==> src/rtl/mux_rr_scheduler.sv <==
// Round-robin scheduler for the shared 8:1 bit-select mux: grants one requester
// at a time for a bounded burst and forwards its data bit over valid/ready.
//
// state | meaning
// IDLE  | no grant; arbitrate among req starting at ptr
// GRANT | sel/grant held; beats counted until burst limit or request drop
module mux_rr_scheduler #(
    parameter int MAX_BURST = 4,
    parameter int CNT_W     = 4
) (
    input  logic       clk,
    input  logic       rst_n,
    input  logic [7:0] req,
    input  logic [7:0] data_in,
    input  logic       out_ready,
    output logic [2:0] sel,
    output logic [7:0] grant,
    output logic       out_valid,
    output logic       out_data,
    output logic       busy
);

    typedef enum logic {IDLE, GRANT} state_t;

    state_t             state;
    state_t             state_nxt;
    logic [2:0]         ptr;
    logic [2:0]         pick;
    logic               pick_vld;
    logic [CNT_W-1:0]   cnt;
    logic               beat;
    logic               last_beat;
    logic               release_burst;

    // Walk from the highest offset down so the offset nearest ptr wins.
    always_comb begin
        logic [2:0] idx;
        idx      = '0;
        pick     = '0;
        pick_vld = 1'b0;
        for (int i = 7; i >= 0; i--) begin
            idx = ptr + 3'(i);
            if (req[idx]) begin
                pick     = idx;
                pick_vld = 1'b1;
            end
        end
    end

    assign beat          = (state == GRANT) && req[sel] && out_ready;
    assign last_beat     = beat && (cnt == CNT_W'(MAX_BURST - 1));
    assign release_burst = (state == GRANT) && (!req[sel] || last_beat);

    always_ff @(posedge clk or negedge rst_n) begin
        if (!rst_n) begin
            state <= IDLE;
        end else begin
            state <= state_nxt;
        end
    end

    always_comb begin
        state_nxt = state;
        case (state)
            IDLE:    if (pick_vld)      state_nxt = GRANT;
            GRANT:   if (release_burst) state_nxt = IDLE;
            default:                    state_nxt = IDLE;
        endcase
    end

    always_comb begin
        busy      = (state == GRANT);
        out_valid = (state == GRANT) && req[sel];
        out_data  = out_valid && data_in[sel];
    end

    // Grant bookkeeping: sel/grant only change on entry to or exit from GRANT.
    always_ff @(posedge clk or negedge rst_n) begin
        if (!rst_n) begin
            sel   <= '0;
            grant <= '0;
            ptr   <= '0;
            cnt   <= '0;
        end else begin
            if (state == IDLE) begin
                if (pick_vld) begin
                    sel   <= pick;
                    grant <= 8'(1) << pick;
                    cnt   <= '0;
                end
            end else if (release_burst) begin
                grant <= '0;
                ptr   <= sel + 3'd1;
                cnt   <= '0;
            end else if (beat) begin
                cnt <= cnt + CNT_W'(1);
            end
        end
    end

endmodule

==> config.mk <==
export PLATFORM = sky130hd
export DESIGN_NAME = mux_rr_scheduler
export DESIGN_NICKNAME = d
export VERILOG_FILES = /design/src/rtl/mux_rr_scheduler.sv
export SDC_FILE = /design/constraint.sdc
export NUM_CORES = 1
export LEC_CHECK = 0
export BUFFER_PORTS_ARGS = -buffer_cell sky130_fd_sc_hd__buf_4
export CAP_MARGIN = 0
export CORE_UTILIZATION = 49
export CTS_CLUSTER_DIAMETER = 100
export CTS_CLUSTER_SIZE = 12
export DETAILED_ROUTE_END_ITERATION = 10
export GPL_TIMING_DRIVEN = 0
export PLACE_DENSITY = 0.74
export SYNTH_ARGS = -nofsm -noshare
export SYNTH_HDL_FRONTEND = slang
export SYNTH_SLANG_ARGS = --single-unit
==> constraint.sdc <==
create_clock -name clk -period 3.4 [get_ports clk]
set_input_delay 0.51 -clock clk [delete_from_list [all_inputs] [get_ports clk]]
set_output_delay 0.51 -clock clk [all_outputs]
set_load 0.01 [all_outputs]
==> implementation parameters, run 1 <==
Parameter                              Value

Power
  Switching share of power ... 0.4863
  Internal power ... 1342 uW
  Worst voltage drop across the vdd grid ... 0.5675 mV
  Leak pwr ... 0.0009806 uW
  Clock network fraction of design power ... 0.062
  Logic pwr share ... 0.793
  Switching power summed over all nets ... 1270 uW
  Power density normalized to cell area ... 1123 nW/um2
  Sequential cell fraction of total power ... 0.146

Floorplan
  Horiz. Die Dim ... 65.46 um
  Number of placement rows ... 22
  Core outline area ... 3771 um2
  Initial core utilization ... 0.5232
  Die outline area ... 4284 um2
  Io pins ... 33
  Die height ... 65.46 um

STA
  Worst-Margin Slew ... 725.9 ps
  Setup violators final ... 0
  Final Worst Setup Slack ... 245.5 ps
  Slew Viols, Final ... 0
  Hold Vio Cnt, Final ... 0
  Ratio of final minimum period to clock period ... 0.9278
  Unrepaired setup endpoints after global routing ... false
  Minimum clock period after layout ... 3154 ps
  Headroom to the max-slew limit ... 0.5138
  Final hold slack ... 102.9 ps
  Final setup skew ... 7.074 ps
  Achievable frequency ... 317.0 MHz

Job
  Number of max-capacitance violations reported ... 0

Setup path
  Required time worst endpoint ... 3550 ps
  RR Endpoint ... grant[7]$_DFFE_PN0P_
  Data arrival time of the worst path ... 3300 ps
  Critical Setup Path Class ... reg -> reg
  Reg2Reg Launch Point ... ptr[1]$_DFFE_PN0P_
  Reg2reg path depth ... 10
  Largest fanout on the critical path ... 16
  Register-to-register setup slack ... 250 ps
  Startpoint types ... register
  Endpoint type of the worst setup path ... register

Synthesis
  FFs w/ async S/R, synth ... 1.000
  Per-instance average area after synthesis ... 10.28 um2
  Portion of the post-synthesis area used by sequential elements ... 0.2410
  Cell type contributing the most total cell area after synthesis ... sky130_fd_sc_hd__dfrtp_1
  Distinct cell type count of the synthesized netlist ... 51
  Area contributors post-synth ... sky130_fd_sc_hd__dfrtp_1 (24%), sky130_fd_sc_hd__mux4_2 (17%), sky130_fd_sc_hd__mux2i_1 (9.6%)
  Post-Synthesis Cells ... 192
  #FFs+latches synth ... 19
  Area of the mapped netlist ... 1973 um2
  Main synth FF type ... sky130_fd_sc_hd__dfrtp_1
  Number of warning messages in the yosys log ... 0
  Post-synth top area share ... 0.2410
  Number of enable flip-flop cells after synthesis ... 0
  Post-Syn Nets ... 215

Place
  Final weighted congestion in routability-driven placement ... 0.9200
  Instance area after placement ... 2275 um2
  Number of instances in the placed design ... 272
  Number of buffers added on ports ... 32
  Dpl hpwl ... 3655 um
  Worst slack at placement ... -385.6 ps

CTS
  Post-CTS clock slew at the launch and capture registers of the worst setup and hold paths ... 70 ps
  CTS H-Tree Depth ... 1
  Clock root buffer ... sky130_fd_sc_hd__clkbuf_8
  Number of clock buffers inserted by TritonCTS ... 3
  Clock insertion delay at the later pin of the skew report ... 260 ps
  Clock tree from TritonCTS ... built
  Buffers from clock root to sink, at most ... 2
  Hold bufs inserted after CTS ... 0
  Clock sink count ... 19

Cells and area
  Final-stage net count ... 251
  Filler-free cell count of the finished design ... 275
  Post-Route Utilization ... 0.6168
  Share of post-route cells with drive strength above 1 ... 0.3128
  Final design area excluding fillers ... 2326 um2
  Antenna diode instance count ... 0
  P&R area growth vs syn ... 17.88%

Routing
  Wirelength per Cell ... 18.06 um
  Number of DRC markers after the initial detailed-route iteration ... 222
  Post-DR vias/cell ... 6.520
  Detailed-route DRC error count ... 0
  Via count ... 1,793
  Total wire length ... 4966 um
  Count of TritonRoute iterations in the first routing pass ... 4
  Antenna violation net count after detailed routing ... 0

GRT
  Wire length of the first global-routing pass ... 8480 um
  Pin count of the biggest net entering global routing ... 20
  Number of antenna violations at the first check in global routing ... 0
  Vias in the first global route ... 1,714
  All-layer global routing usage ... 0.2560
  Aggregate global routing overflow ... 0

Min path
  Min-Delay Path Class ... in -> async

Outcome
  Result of the run ... finished clean
-- placed cells by master, fill, tap and decap left out, types with 7 or more instances in the layout --
| cell type | synthesis | layout |
|---|---|---|
| sky130_fd_sc_hd__buf_4 | 0 | 33 |
| sky130_fd_sc_hd__a32o_1 | 8 | 8 |
| sky130_fd_sc_hd__nand2_1 | 9 | 9 |
| sky130_fd_sc_hd__dfrtp_1 | 19 | 19 |
| sky130_fd_sc_hd__mux2i_1 | 19 | 19 |
| sky130_fd_sc_hd__nor2_1 | 18 | 18 |
| sky130_fd_sc_hd__mux4_2 | 15 | 15 |
| sky130_fd_sc_hd__inv_1 | 9 | 9 |
| sky130_fd_sc_hd__o21ai_0 | 7 | 7 |
-- cell type report --
type,count,area [um2]
fill,319,1445
multi-input combinational,153,1395
sequential,19,475.5
timing repair buffer,32,240.2
buffer,8,63.81
tap,48,60.06
inverter,11,42.54
clock buffer,3,41.29
clock inverter,1,7.507
-- critical path: stages (launching register included) --
cell	delay, ps
sky130_fd_sc_hd__dfrtp_1	350
sky130_fd_sc_hd__buf_4	230
sky130_fd_sc_hd__clkinv_2	180
sky130_fd_sc_hd__ha_1	330
sky130_fd_sc_hd__clkbuf_4	220
sky130_fd_sc_hd__mux4_2	580
sky130_fd_sc_hd__and2_1	190
sky130_fd_sc_hd__o21ai_1	130
sky130_fd_sc_hd__a31oi_1	160
sky130_fd_sc_hd__or3_4	430
sky130_fd_sc_hd__a32o_1	240
-- registers in the layout, summed over array words and instances (netlist names) --
name   cells
grant      8
cnt        4
ptr        3
sel        3
busy       1
-- metal layers --
layer,routed length (um),vias to the layer above,GRT usage
li1,-,832,-
met1,2271,886,0.3583
met2,2378,72,0.4356
met3,282,3,0.01215
met4,34,0,0.05978
met5,0,-,0
-- power groups by stage --
stage	registers, uW	logic (uW)	clock network [uW]
6_report	380	2070	161
5_1_grt	393	2260	171
4_1_cts	380	2050	161
3_5_place_dp	382	2020	0
3_3_place_gp	383	2010	0
2_1_floorplan	390	1550	0
-- worst max-delay path by stage --
| stage | slack, ps | to | depth (start not counted) | startpoint |
|---|---|---|---|---|
| after detailed placement | -390 | grant[0]$_DFFE_PN0P_ | 12 | ptr[1]$_DFFE_PN0P_ |
| after floorplan | 70 | grant[0]$_DFFE_PN0P_ | 12 | ptr[1]$_DFFE_PN0P_ |
| after CTS | 50 | grant[3]$_DFFE_PN0P_ | 11 | ptr[1]$_DFFE_PN0P_ |
| after global placement | -430 | grant[3]$_DFFE_PN0P_ | 12 | ptr[1]$_DFFE_PN0P_ |
| after global routing | 30 | grant[3]$_DFFE_PN0P_ | 11 | ptr[1]$_DFFE_PN0P_ |
| final | 250 | grant[7]$_DFFE_PN0P_ | 10 | ptr[1]$_DFFE_PN0P_ |
-- stage by stage --
step,total power [uW],setup TNS (ps)
floorplan,1942,0
global placement,2396,-4162
detailed placement,2406,-3727
CTS,2587,0
global route,2820,0
finish,2612,0
-- repair_timing --
item                                    CTS  global route
buffers inserted                          0             0
endpoints found under the setup margin   11            10
gates resized for setup                   1             4
-- cell families (layout without fill, tap and decap cells) --
group,Yosys count,count (layout),synth area share
multiplexers,42,42,0.3221
adder cells (fa/ha/maj),4,4,0.02537
XOR/XNOR,7,7,0.03488
AND/OR/NAND/NOR,46,46,0.1173
flip-flops,19,19,0.2410
AO/OA/AOI/OAI,54,54,0.2074
buffers and inverters,20,55,0.05199
-- synth_stat cells, drive strengths merged (4+ instances only) --
cell	number
nor3	4
o21ai	11
nor2	18
inv	9
nand2	9
mux4	16
dfrtp	19
mux2i	20
buf	6
ha	4
nand3	4
xor2	4
o211ai	5
mux2	6
a21oi	6
a32o	8
Note: power is estimated with default switching activity, not from simulation.
==> run 2, diff against run 1 <==
Settings changed: BUFFER_PORTS_ARGS -buffer_cell sky130_fd_sc_hd__buf_4 to not set, DONT_BUFFER_PORTS set to 1, PLACE_DENSITY 0.74 to 0.66.
==> implementation parameters, run 2 (synthesis results as in run 1) <==
Parameter                              Value

CTS
  Buffers from clock root to sink, at most ... 2
  Clock sink count ... 19
  Post-CTS clock slew at the launch and capture registers of the worst setup and hold paths ... 70 ps
  Clock root buffer ... sky130_fd_sc_hd__clkbuf_8
  Clock tree from TritonCTS ... built
  Post-CTS setup repair buffer count ... 0
  Number of clock buffers inserted by TritonCTS ... 3
  CTS H-Tree Depth ... 1
  Clock insertion delay at the later pin of the skew report ... 250 ps

Place
  Number of buffers added on ports ... 0
  Dpl hpwl ... 3738 um
  Number of instances in the placed design ... 240
  Worst slack at placement ... -459.4 ps
  Final weighted congestion in routability-driven placement ... 0.8819

Setup path
  Startpoint types ... register
  Data arrival time of the worst path ... 3350 ps
  Number of logic stages on the critical path including buffering ... 9
  Endpoint type of the worst setup path ... register
  Cell breakdown of the critical path ... clkbuf_4 > clkinv_2 > ha_1 > clkbuf_4 > mux4_2 > or4b_1 > o211ai_1 > nor2_1 > a32o_1
  Crit-path leading delay family ... simple AND/OR/NAND/NOR gates
  Critical Path Most Common Cell ... sky130_fd_sc_hd__clkbuf_4
  Largest fanout on the critical path ... 16
  Worst stage delay on the critical path ... 570 ps
  CP Buf/Inv Count ... 3
  Reg2reg path depth ... 9
  Required time worst endpoint ... 3540 ps
  Critical Setup Path Class ... reg -> reg
  Slowest cell on the critical path ... sky130_fd_sc_hd__mux4_2

Outcome
  Result of the run ... finished clean

STA
  Headroom to the max-slew limit ... 0.4441
  Achievable frequency ... 311.7 MHz
  Final setup skew ... 2.586 ps
  Setup violators final ... 0
  Final Worst Setup Slack ... 192.1 ps
  Ratio of final minimum period to clock period ... 0.9435
  Unrepaired setup endpoints after global routing ... false
  Hold Vio Cnt, Final ... 0
  Slew Viols, Final ... 0
  Worst-Margin Slew ... 831.0 ps
  Minimum clock period after layout ... 3208 ps

Routing
  Post-DR vias/cell ... 6.783
  Via count ... 1,655
  Antenna violation net count after detailed routing ... 0
  Number of DRC markers after the initial detailed-route iteration ... 81
  Count of TritonRoute iterations in the first routing pass ... 4
  Detailed-route DRC error count ... 0
  Wirelength per Cell ... 19.88 um
  Total wire length ... 4851 um

Cells and area
  P&R area growth vs syn ... 6.468%
  Final-stage net count ... 220
  Top library cells by usage in the layout, fill and taps aside ... sky130_fd_sc_hd__mux2i_1 (19), sky130_fd_sc_hd__dfrtp_1 (19), sky130_fd_sc_hd__nor2_1 (18)
  Flip-flop count of the largest register, all copies and words added ... 8
  Antenna diode instance count ... 0
  Share of post-route cells with drive strength above 1 ... 0.2041
  Reg with most FFs ... grant
  Filler-free cell count of the finished design ... 244
  Regs by FF count ... grant x8, cnt x4

Floorplan
  Horiz. Die Dim ... 65.46 um
  Die height ... 65.46 um
  Core outline area ... 3771 um2
  Io pins ... 33
  Initial core utilization ... 0.5232
  Number of placement rows ... 22
  Die outline area ... 4284 um2

GRT
  Pin count of the biggest net entering global routing ... 20
  Wire length of the first global-routing pass ... 8066 um
  All-layer global routing usage ... 0.2496
  Number of antenna violations at the first check in global routing ... 0
  Vias in the first global route ... 1,652
  Aggregate global routing overflow ... 0

Min path
  Worst hold path stage count ... 2
  Min-Delay Path Class ... in -> reg

Power
  Leak pwr ... 0.0008356 uW
  Worst voltage drop across the vdd grid ... 0.6023 mV
  Power density normalized to cell area ... 1192 nW/um2

Job
  Number of max-capacitance violations reported ... 0
[run 2: layer usage]
metal,share of wire,vias up,wire [um],GRT usage
li1,-,771,-,-
met5,0,-,0,0
met3,0.046,8,222,0.01736
met2,0.51,58,2492,0.4188
met4,0.017,0,84,0.1060
met1,0.42,818,2052,0.3322
[run 2: what timing repair did]
| action | in CTS | in global routing |
|---|---|---|
| hold endpoints to repair | 19 | 0 |
| hold buffers | 1 | 0 |
| resized for setup | 1 | 4 |
| setup endpoints to repair | 11 | 11 |
[run 2: worst paths after layout]
path,from,end,slack (ps)
setup / recovery,ptr[1]$_DFFE_PN0P_,grant[1]$_DFFE_PN0P_,190
setup reg to reg,ptr[1]$_DFFE_PN0P_,grant[1]$_DFFE_PN0P_,190
hold / removal,out_ready,cnt[1]$_DFFE_PN0P_,470
min in group asynchronous,rst_n,grant[1]$_DFFE_PN0P_,800
hold reg to reg,cnt[0]$_DFFE_PN0P_,cnt[0]$_DFFE_PN0P_,540
max in group asynchronous,rst_n,ptr[0]$_DFFE_PN0P_,2090
[run 2: where the power goes]
group / internal [uW] / switching (uW)
clock: 81.4 / 71.6
sequential: 307 / 100
combinational: 868 / 1080
total: 1260 / 1250
[run 2: area by class of cell]
class                           count  area, um2
Timing Repair Buffer                1      10.01
Multi-Input combinational cell    153       1403
Fill cell                         340       1670
Inverter                           11      42.54
Buffer                              8      63.81
Sequential cell                    19      475.5
Clock inverter                      1      5.005
Tap cell                           48      60.06
Clock buffer                        3      41.29
[run 2: through the flow]
stage               utilization  total power [uW]  TNS [ps]  hold slack (ps)  area, um2
detailed placement       0.5395              2320     -4646            214.9       2034
CTS                      0.5537              2486         0            463.9       2088
global placement         0.5395              2280     -4140            214.8       2034
global route             0.5571              2720         0            481.1       2101
floorplan                     -              1942         0            214.4       1974
finish                   0.5571              2503         0            471.4       2101
